===== src/rtl/uart_rx_pkg.sv =====
// Shared definitions for the UART receiver: FSM state encoding and default frame geometry.
// The parity stage is only reachable when UART_RX_PARITY_EN is defined.
package uart_rx_pkg;

    localparam int DEF_DBIT    = 8;
    localparam int DEF_SB_TICK = 16;
    localparam int DEF_OS      = 16;

    typedef enum logic [2:0] {
        IDLE   = 3'd0,
        START  = 3'd1,
        DATA   = 3'd2,
        PARITY = 3'd3,
        STOP   = 3'd4
    } uart_state_e;

endpackage


===== src/rtl/uart_sync2.sv =====
// Two-flop synchronizer for asynchronous inputs; both flops reset to RST_VAL.
module uart_sync2 #(
    parameter int           W       = 1,
    parameter logic [W-1:0] RST_VAL = '1
) (
    input  logic         i_clk,
    input  logic         i_reset,
    input  logic [W-1:0] d,
    output logic [W-1:0] q
);

    logic [W-1:0] meta;

    always_ff @(posedge i_clk or posedge i_reset) begin
        if (i_reset) begin
            meta <= RST_VAL;
            q    <= RST_VAL;
        end else begin
            meta <= d;
            q    <= meta;
        end
    end

endmodule


===== src/rtl/uart_rx.sv =====
// Oversampling UART receiver feeding the RX FIFO write port (o_dout -> i_w_data, o_rx_done_tick -> i_wr).
// Define UART_RX_PARITY_EN to add a parity bit after the data bits (PAR_ODD selects odd sense).
module uart_rx
    import uart_rx_pkg::*;
#(
    parameter int DBIT    = DEF_DBIT,
    parameter int SB_TICK = DEF_SB_TICK,
    parameter int OS      = DEF_OS
`ifdef UART_RX_PARITY_EN
    ,
    parameter bit PAR_ODD = 1'b0
`endif
) (
    input  logic            i_clk,
    input  logic            i_reset,
    input  logic            i_rx,
    input  logic            i_s_tick,
    output logic [DBIT-1:0] o_dout,
    output logic            o_rx_done_tick,
    output logic            o_frame_err,
    output logic            o_parity_err
);

    localparam int SW = $clog2(OS) + 1;
    localparam int NW = $clog2(DBIT);

    localparam logic [SW-1:0] S_MID  = SW'(OS / 2 - 1);
    localparam logic [SW-1:0] S_LAST = SW'(OS - 1);
    localparam logic [SW-1:0] S_STOP = SW'(SB_TICK - 1);
    localparam logic [SW-1:0] S_ONE  = SW'(1);
    localparam logic [NW-1:0] N_LAST = NW'(DBIT - 1);
    localparam logic [NW-1:0] N_ONE  = NW'(1);

    logic rx_s;

    uart_sync2 #(.W(1), .RST_VAL(1'b1)) u_sync (
        .i_clk   (i_clk),
        .i_reset (i_reset),
        .d       (i_rx),
        .q       (rx_s)
    );

    uart_state_e     state_reg, state_next;
    logic [SW-1:0]   s_reg, s_next;
    logic [NW-1:0]   n_reg, n_next;
    logic [DBIT-1:0] b_reg, b_next;
    logic [DBIT-1:0] dout_reg, dout_next;
    logic            done_reg, done_next;
    logic            ferr_reg, ferr_next;
`ifdef UART_RX_PARITY_EN
    logic            par_reg, par_next;
    logic            perr_reg, perr_next;
`endif

    always_ff @(posedge i_clk or posedge i_reset) begin
        if (i_reset) begin
            state_reg <= IDLE;
            s_reg     <= '0;
            n_reg     <= '0;
            b_reg     <= '0;
            dout_reg  <= '0;
            done_reg  <= 1'b0;
            ferr_reg  <= 1'b0;
`ifdef UART_RX_PARITY_EN
            par_reg   <= 1'b0;
            perr_reg  <= 1'b0;
`endif
        end else begin
            state_reg <= state_next;
            s_reg     <= s_next;
            n_reg     <= n_next;
            b_reg     <= b_next;
            dout_reg  <= dout_next;
            done_reg  <= done_next;
            ferr_reg  <= ferr_next;
`ifdef UART_RX_PARITY_EN
            par_reg   <= par_next;
            perr_reg  <= perr_next;
`endif
        end
    end

    always_comb begin
        state_next = state_reg;
        s_next     = s_reg;
        n_next     = n_reg;
        b_next     = b_reg;
        dout_next  = dout_reg;
        done_next  = 1'b0;
        ferr_next  = ferr_reg;
`ifdef UART_RX_PARITY_EN
        par_next   = par_reg;
        perr_next  = perr_reg;
`endif
        case (state_reg)
            // Leaving IDLE is edge-driven, not tick-driven, so back-to-back frames need no dead time.
            IDLE: begin
                if (!rx_s) begin
                    state_next = START;
                    s_next     = '0;
                end
            end
            START: begin
                if (i_s_tick) begin
                    if (s_reg == S_MID) begin
                        if (rx_s) begin
                            state_next = IDLE;
                        end else begin
                            state_next = DATA;
                            s_next     = '0;
                            n_next     = '0;
                        end
                    end else begin
                        s_next = s_reg + S_ONE;
                    end
                end
            end
            DATA: begin
                if (i_s_tick) begin
                    if (s_reg == S_LAST) begin
                        s_next = '0;
                        b_next = {rx_s, b_reg[DBIT-1:1]};
                        if (n_reg == N_LAST) begin
`ifdef UART_RX_PARITY_EN
                            state_next = PARITY;
`else
                            state_next = STOP;
`endif
                        end else begin
                            n_next = n_reg + N_ONE;
                        end
                    end else begin
                        s_next = s_reg + S_ONE;
                    end
                end
            end
`ifdef UART_RX_PARITY_EN
            PARITY: begin
                if (i_s_tick) begin
                    if (s_reg == S_LAST) begin
                        par_next   = rx_s;
                        s_next     = '0;
                        state_next = STOP;
                    end else begin
                        s_next = s_reg + S_ONE;
                    end
                end
            end
`endif
            // A bad stop bit still delivers the word; the error flag travels with it.
            STOP: begin
                if (i_s_tick) begin
                    if (s_reg == S_STOP) begin
                        dout_next  = b_reg;
                        ferr_next  = ~rx_s;
`ifdef UART_RX_PARITY_EN
                        perr_next  = ^b_reg ^ par_reg ^ PAR_ODD;
`endif
                        done_next  = 1'b1;
                        state_next = IDLE;
                    end else begin
                        s_next = s_reg + S_ONE;
                    end
                end
            end
            default: state_next = IDLE;
        endcase
    end

    assign o_dout         = dout_reg;
    assign o_rx_done_tick = done_reg;
    assign o_frame_err    = ferr_reg;
`ifdef UART_RX_PARITY_EN
    assign o_parity_err   = perr_reg;
`else
    assign o_parity_err   = 1'b0;
`endif

endmodule


===== config.mk =====
export PLATFORM = sky130hd
export DESIGN_NAME = uart_rx
export DESIGN_NICKNAME = d
export VERILOG_FILES = /design/src/rtl/uart_rx_pkg.sv /design/src/rtl/uart_sync2.sv /design/src/rtl/uart_rx.sv
export SDC_FILE = /design/constraint.sdc
export NUM_CORES = 1
export LEC_CHECK = 0
export ABC_AREA = 1
export BUFFER_PORTS_ARGS = -buffer_cell sky130_fd_sc_hd__buf_4
export CORE_MARGIN = 2
export CORE_UTILIZATION = 60
export CTS_BUF_LIST = sky130_fd_sc_hd__clkbuf_8
export DETAILED_ROUTE_END_ITERATION = 8
export PLACE_DENSITY = 0.87
export REMOVE_ABC_BUFFERS = 1
export SYNTH_ARGS = -nofsm -noshare
export SYNTH_HDL_FRONTEND = slang
export SYNTH_SLANG_ARGS = --single-unit

===== constraint.sdc =====
create_clock -name i_clk -period 4.9 [get_ports i_clk]
set_clock_uncertainty 0.2 [all_clocks]
set_input_delay 0.735 -clock i_clk [delete_from_list [all_inputs] [get_ports i_clk]]
set_output_delay 0.735 -clock i_clk [all_outputs]
set_load 0.02 [all_outputs]

==> results.yml <==
outcome:
  status: "finished clean"
placement:
  place_area_um2: 1834
  globalplace.congestion: 0.8603
  dp.final_hpwl_um: 2335
  port_buffers: 13
  post-place-ws_ns: 2.927
  dp_cells: 249
floorplanning:
  core-area_um2: 2758
  die_w_um: 57.90
  die_h_um: 57.90
  start_util: 0.6320
  boundaryPins: 15
  dieArea_um2: 3352
  fp-row-count: 19
setup_path:
  cp.arrival_ns: 1.88
  cp.required_ns: 4.86
  crit_chain: "nand2_2 > nor2_4 > nand3_2 > nand2_1 > o21ai_2"
  start_kind: "register"
  max_stage_delay_ns: 0.59
  worstPathMaxFanout: 16
  reg2reg_depth: 5
  cp_slowest_cell: "dfrtp_1"
  path_class: "register to register"
  endpoint_kind: "register"
timing:
  worst_slew_pin_slew_ns: 1.123
  rsz0062_at_grt: "false"
  layout_min_cycle_time_ns: 1.914
  holdWs_ns: 0.1626
  final_hold_viol_count: 0
  setup_ws_ns: 2.986
  fin_crit_sh: 0.3905
  setup_tns_ns: 0
  setup_viol: 0
  max_freq_ghz: 0.5226
  drv_slew: 0
  max_slew_margin: 0.2504
pwr:
  switching_share: 0.4184
  seqPwrFrac: 0.371
  irDropWorstVdd_mv: 0.4304
  p_int_mw: 0.5219
  pwr-share-clk: 0.241
  combPwrFrac: 0.388
  power.leakage_nw: 1.042
  power_density_nw_per_um2: 463.9
  report.power.total_mw: 0.8974
  switchingPower_mw: 0.3755
synth:
  netlist_area_um2: 1743
  synth_edf_count: 0
  synth.area.top_cells: "dfrtp_1, nand2_1, o21ai_2"
  yosys_warnings: 0
  synth_top_area_share: 0.4164
  netlist_instances: 210
  synth_common_cells: "nand2_1, dfrtp_1, nand3_1"
  synth_most_common_cell: "nand2_1"
  synth_async_sr_flop_share: 1.000
  synth.avg_cell_area_um2: 8.300
  ys_seq_area_frac: 0.4465
  synth_top_cell_by_area: "dfrtp_1"
  synthFlopType: "dfrtp_1"
  ys_ff_latch: 31
  synthDistinctLibCells: 23
detailed_routing:
  dr.pass1.iters: 4
  drtIter0Drc: 56
  wirelength_um: 3363
  vias_per_cell: 5.424
  via_count: 1394
  wl_per_cell_um: 13.09
  antenna_left: 0
  drc: 0
clock_network:
  cts_tree: "yes"
  postCtsResizedCells: 0
  ctsHoldBuffers: 0
  clk_latency_ns: 0.28
  cts_buffer_depth: 2
  cts.clk_slew.worst_paths_ns: 0.06
  root_buffer: "clkbuf_8"
  numCtsBuffers: 5
  htreeDepth: 2
  clkSinkCount: 31
  cts_setup_buffers: 0
global_route:
  grt_max_degree: 32
  grt_overflow: 0
  first_global_vias: 1375
  grt_use_total: 0.2385
  antenna_found_initial: 0
  grt_pass1_wl_um: 5927
cells_and_area:
  diodes: 0
  fin_nets: 233
  fin_area_um2: 1934
  drive_gt1_frac: 0.2699
  post-route-util: 0.7015
  layout.cells.non_filler: 257
  syn2layout_area_growth_pct: 10.98
worst_hold_path:
  hold_depth: 0
  hold_path.class: "register to register"
flow_run:
  max_cap_viol_count: 0
power groups by stage:
stage          clock (mW)  combinational, mW  sequential [mW]
5_1_grt             0.232              0.397            0.339
4_1_cts             0.221              0.346            0.333
2_1_floorplan           0              0.280            0.327
3_5_place_dp            0              0.341            0.337
6_report            0.216              0.348            0.333
3_3_place_gp            0              0.334            0.336
cells by family (layout without fill, tap and decap cells):
group / after synthesis / count (layout) / share of synthesized area
AOI/OAI and AO/OA: 20 / 20 / 0.09331
xor gates and xnor gates: 1 / 1 / 0.005026
adders and majority gates: 4 / 4 / 0.02872
buffers and inverters: 31 / 47 / 0.08184
DFF: 31 / 31 / 0.4465
other: 1 / 1 / 0.002152
and+or+nand+nor: 122 / 122 / 0.3424
critical path: cells and delay by family (launching register included):
| kind | cells | cell delay, ns |
|---|---|---|
| and+or+nand+nor | 4 | 0.92 |
| DFF | 1 | 0.59 |
| AOI/OAI and AO/OA | 1 | 0.07 |
cell usage in the layout, fill, tap and decap left out:
cell type / count
dfrtp_1: 29
a21oi_1: 1
o21ai_0: 1
nand3b_1: 4
nand2_2: 9
inv_1: 25
nand3_1: 26
nand3_2: 3
o21ai_1: 1
nand4_1: 1
o21bai_1: 1
conb_1: 1
ha_1: 4
nor2_2: 4
nand2_1: 62
o21ai_2: 16
dfstp_2: 2
buf_4: 13
inv_2: 2
nor2_1: 8
xor2_1: 1
clkbuf_8: 7
nor2_4: 5
worst paths after layout:
check | start | slack (ns) | end
max | state_reg[1] | 2.99 | b_reg[1]
min | u_sync.meta | 0.16 | u_sync.q
max reg2reg | state_reg[1] | 2.99 | b_reg[1]
min reg2reg | u_sync.meta | 0.16 | u_sync.q
max in group asynchronous | i_reset | 3.28 | o_dout[7]
min in group asynchronous | i_reset | 0.54 | o_rx_done_tick
layer usage:
metal / vias up / part of all wire / track usage
met1: 662 / 0.44 / 0.2819
met3: 5 / 0.047 / 0.08036
met5: - / 0 / 0
met2: 31 / 0.50 / 0.3977
met4: 0 / 0.015 / 0.09967
li1: 696 / - / -
area by class of cell:
| type | instances | area, um^2 |
|---|---|---|
| repair buffers | 13 | 97.59 |
| inverters | 26 | 97.59 |
| clock buffers | 7 | 96.34 |
| multi-input cells | 148 | 822.0 |
| clock inverters | 1 | 3.754 |
| well taps | 31 | 38.79 |
| flip-flops and latches | 31 | 778.2 |
| fillers | 216 | 823.3 |
Note: power is estimated with default switching activity, not from simulation.
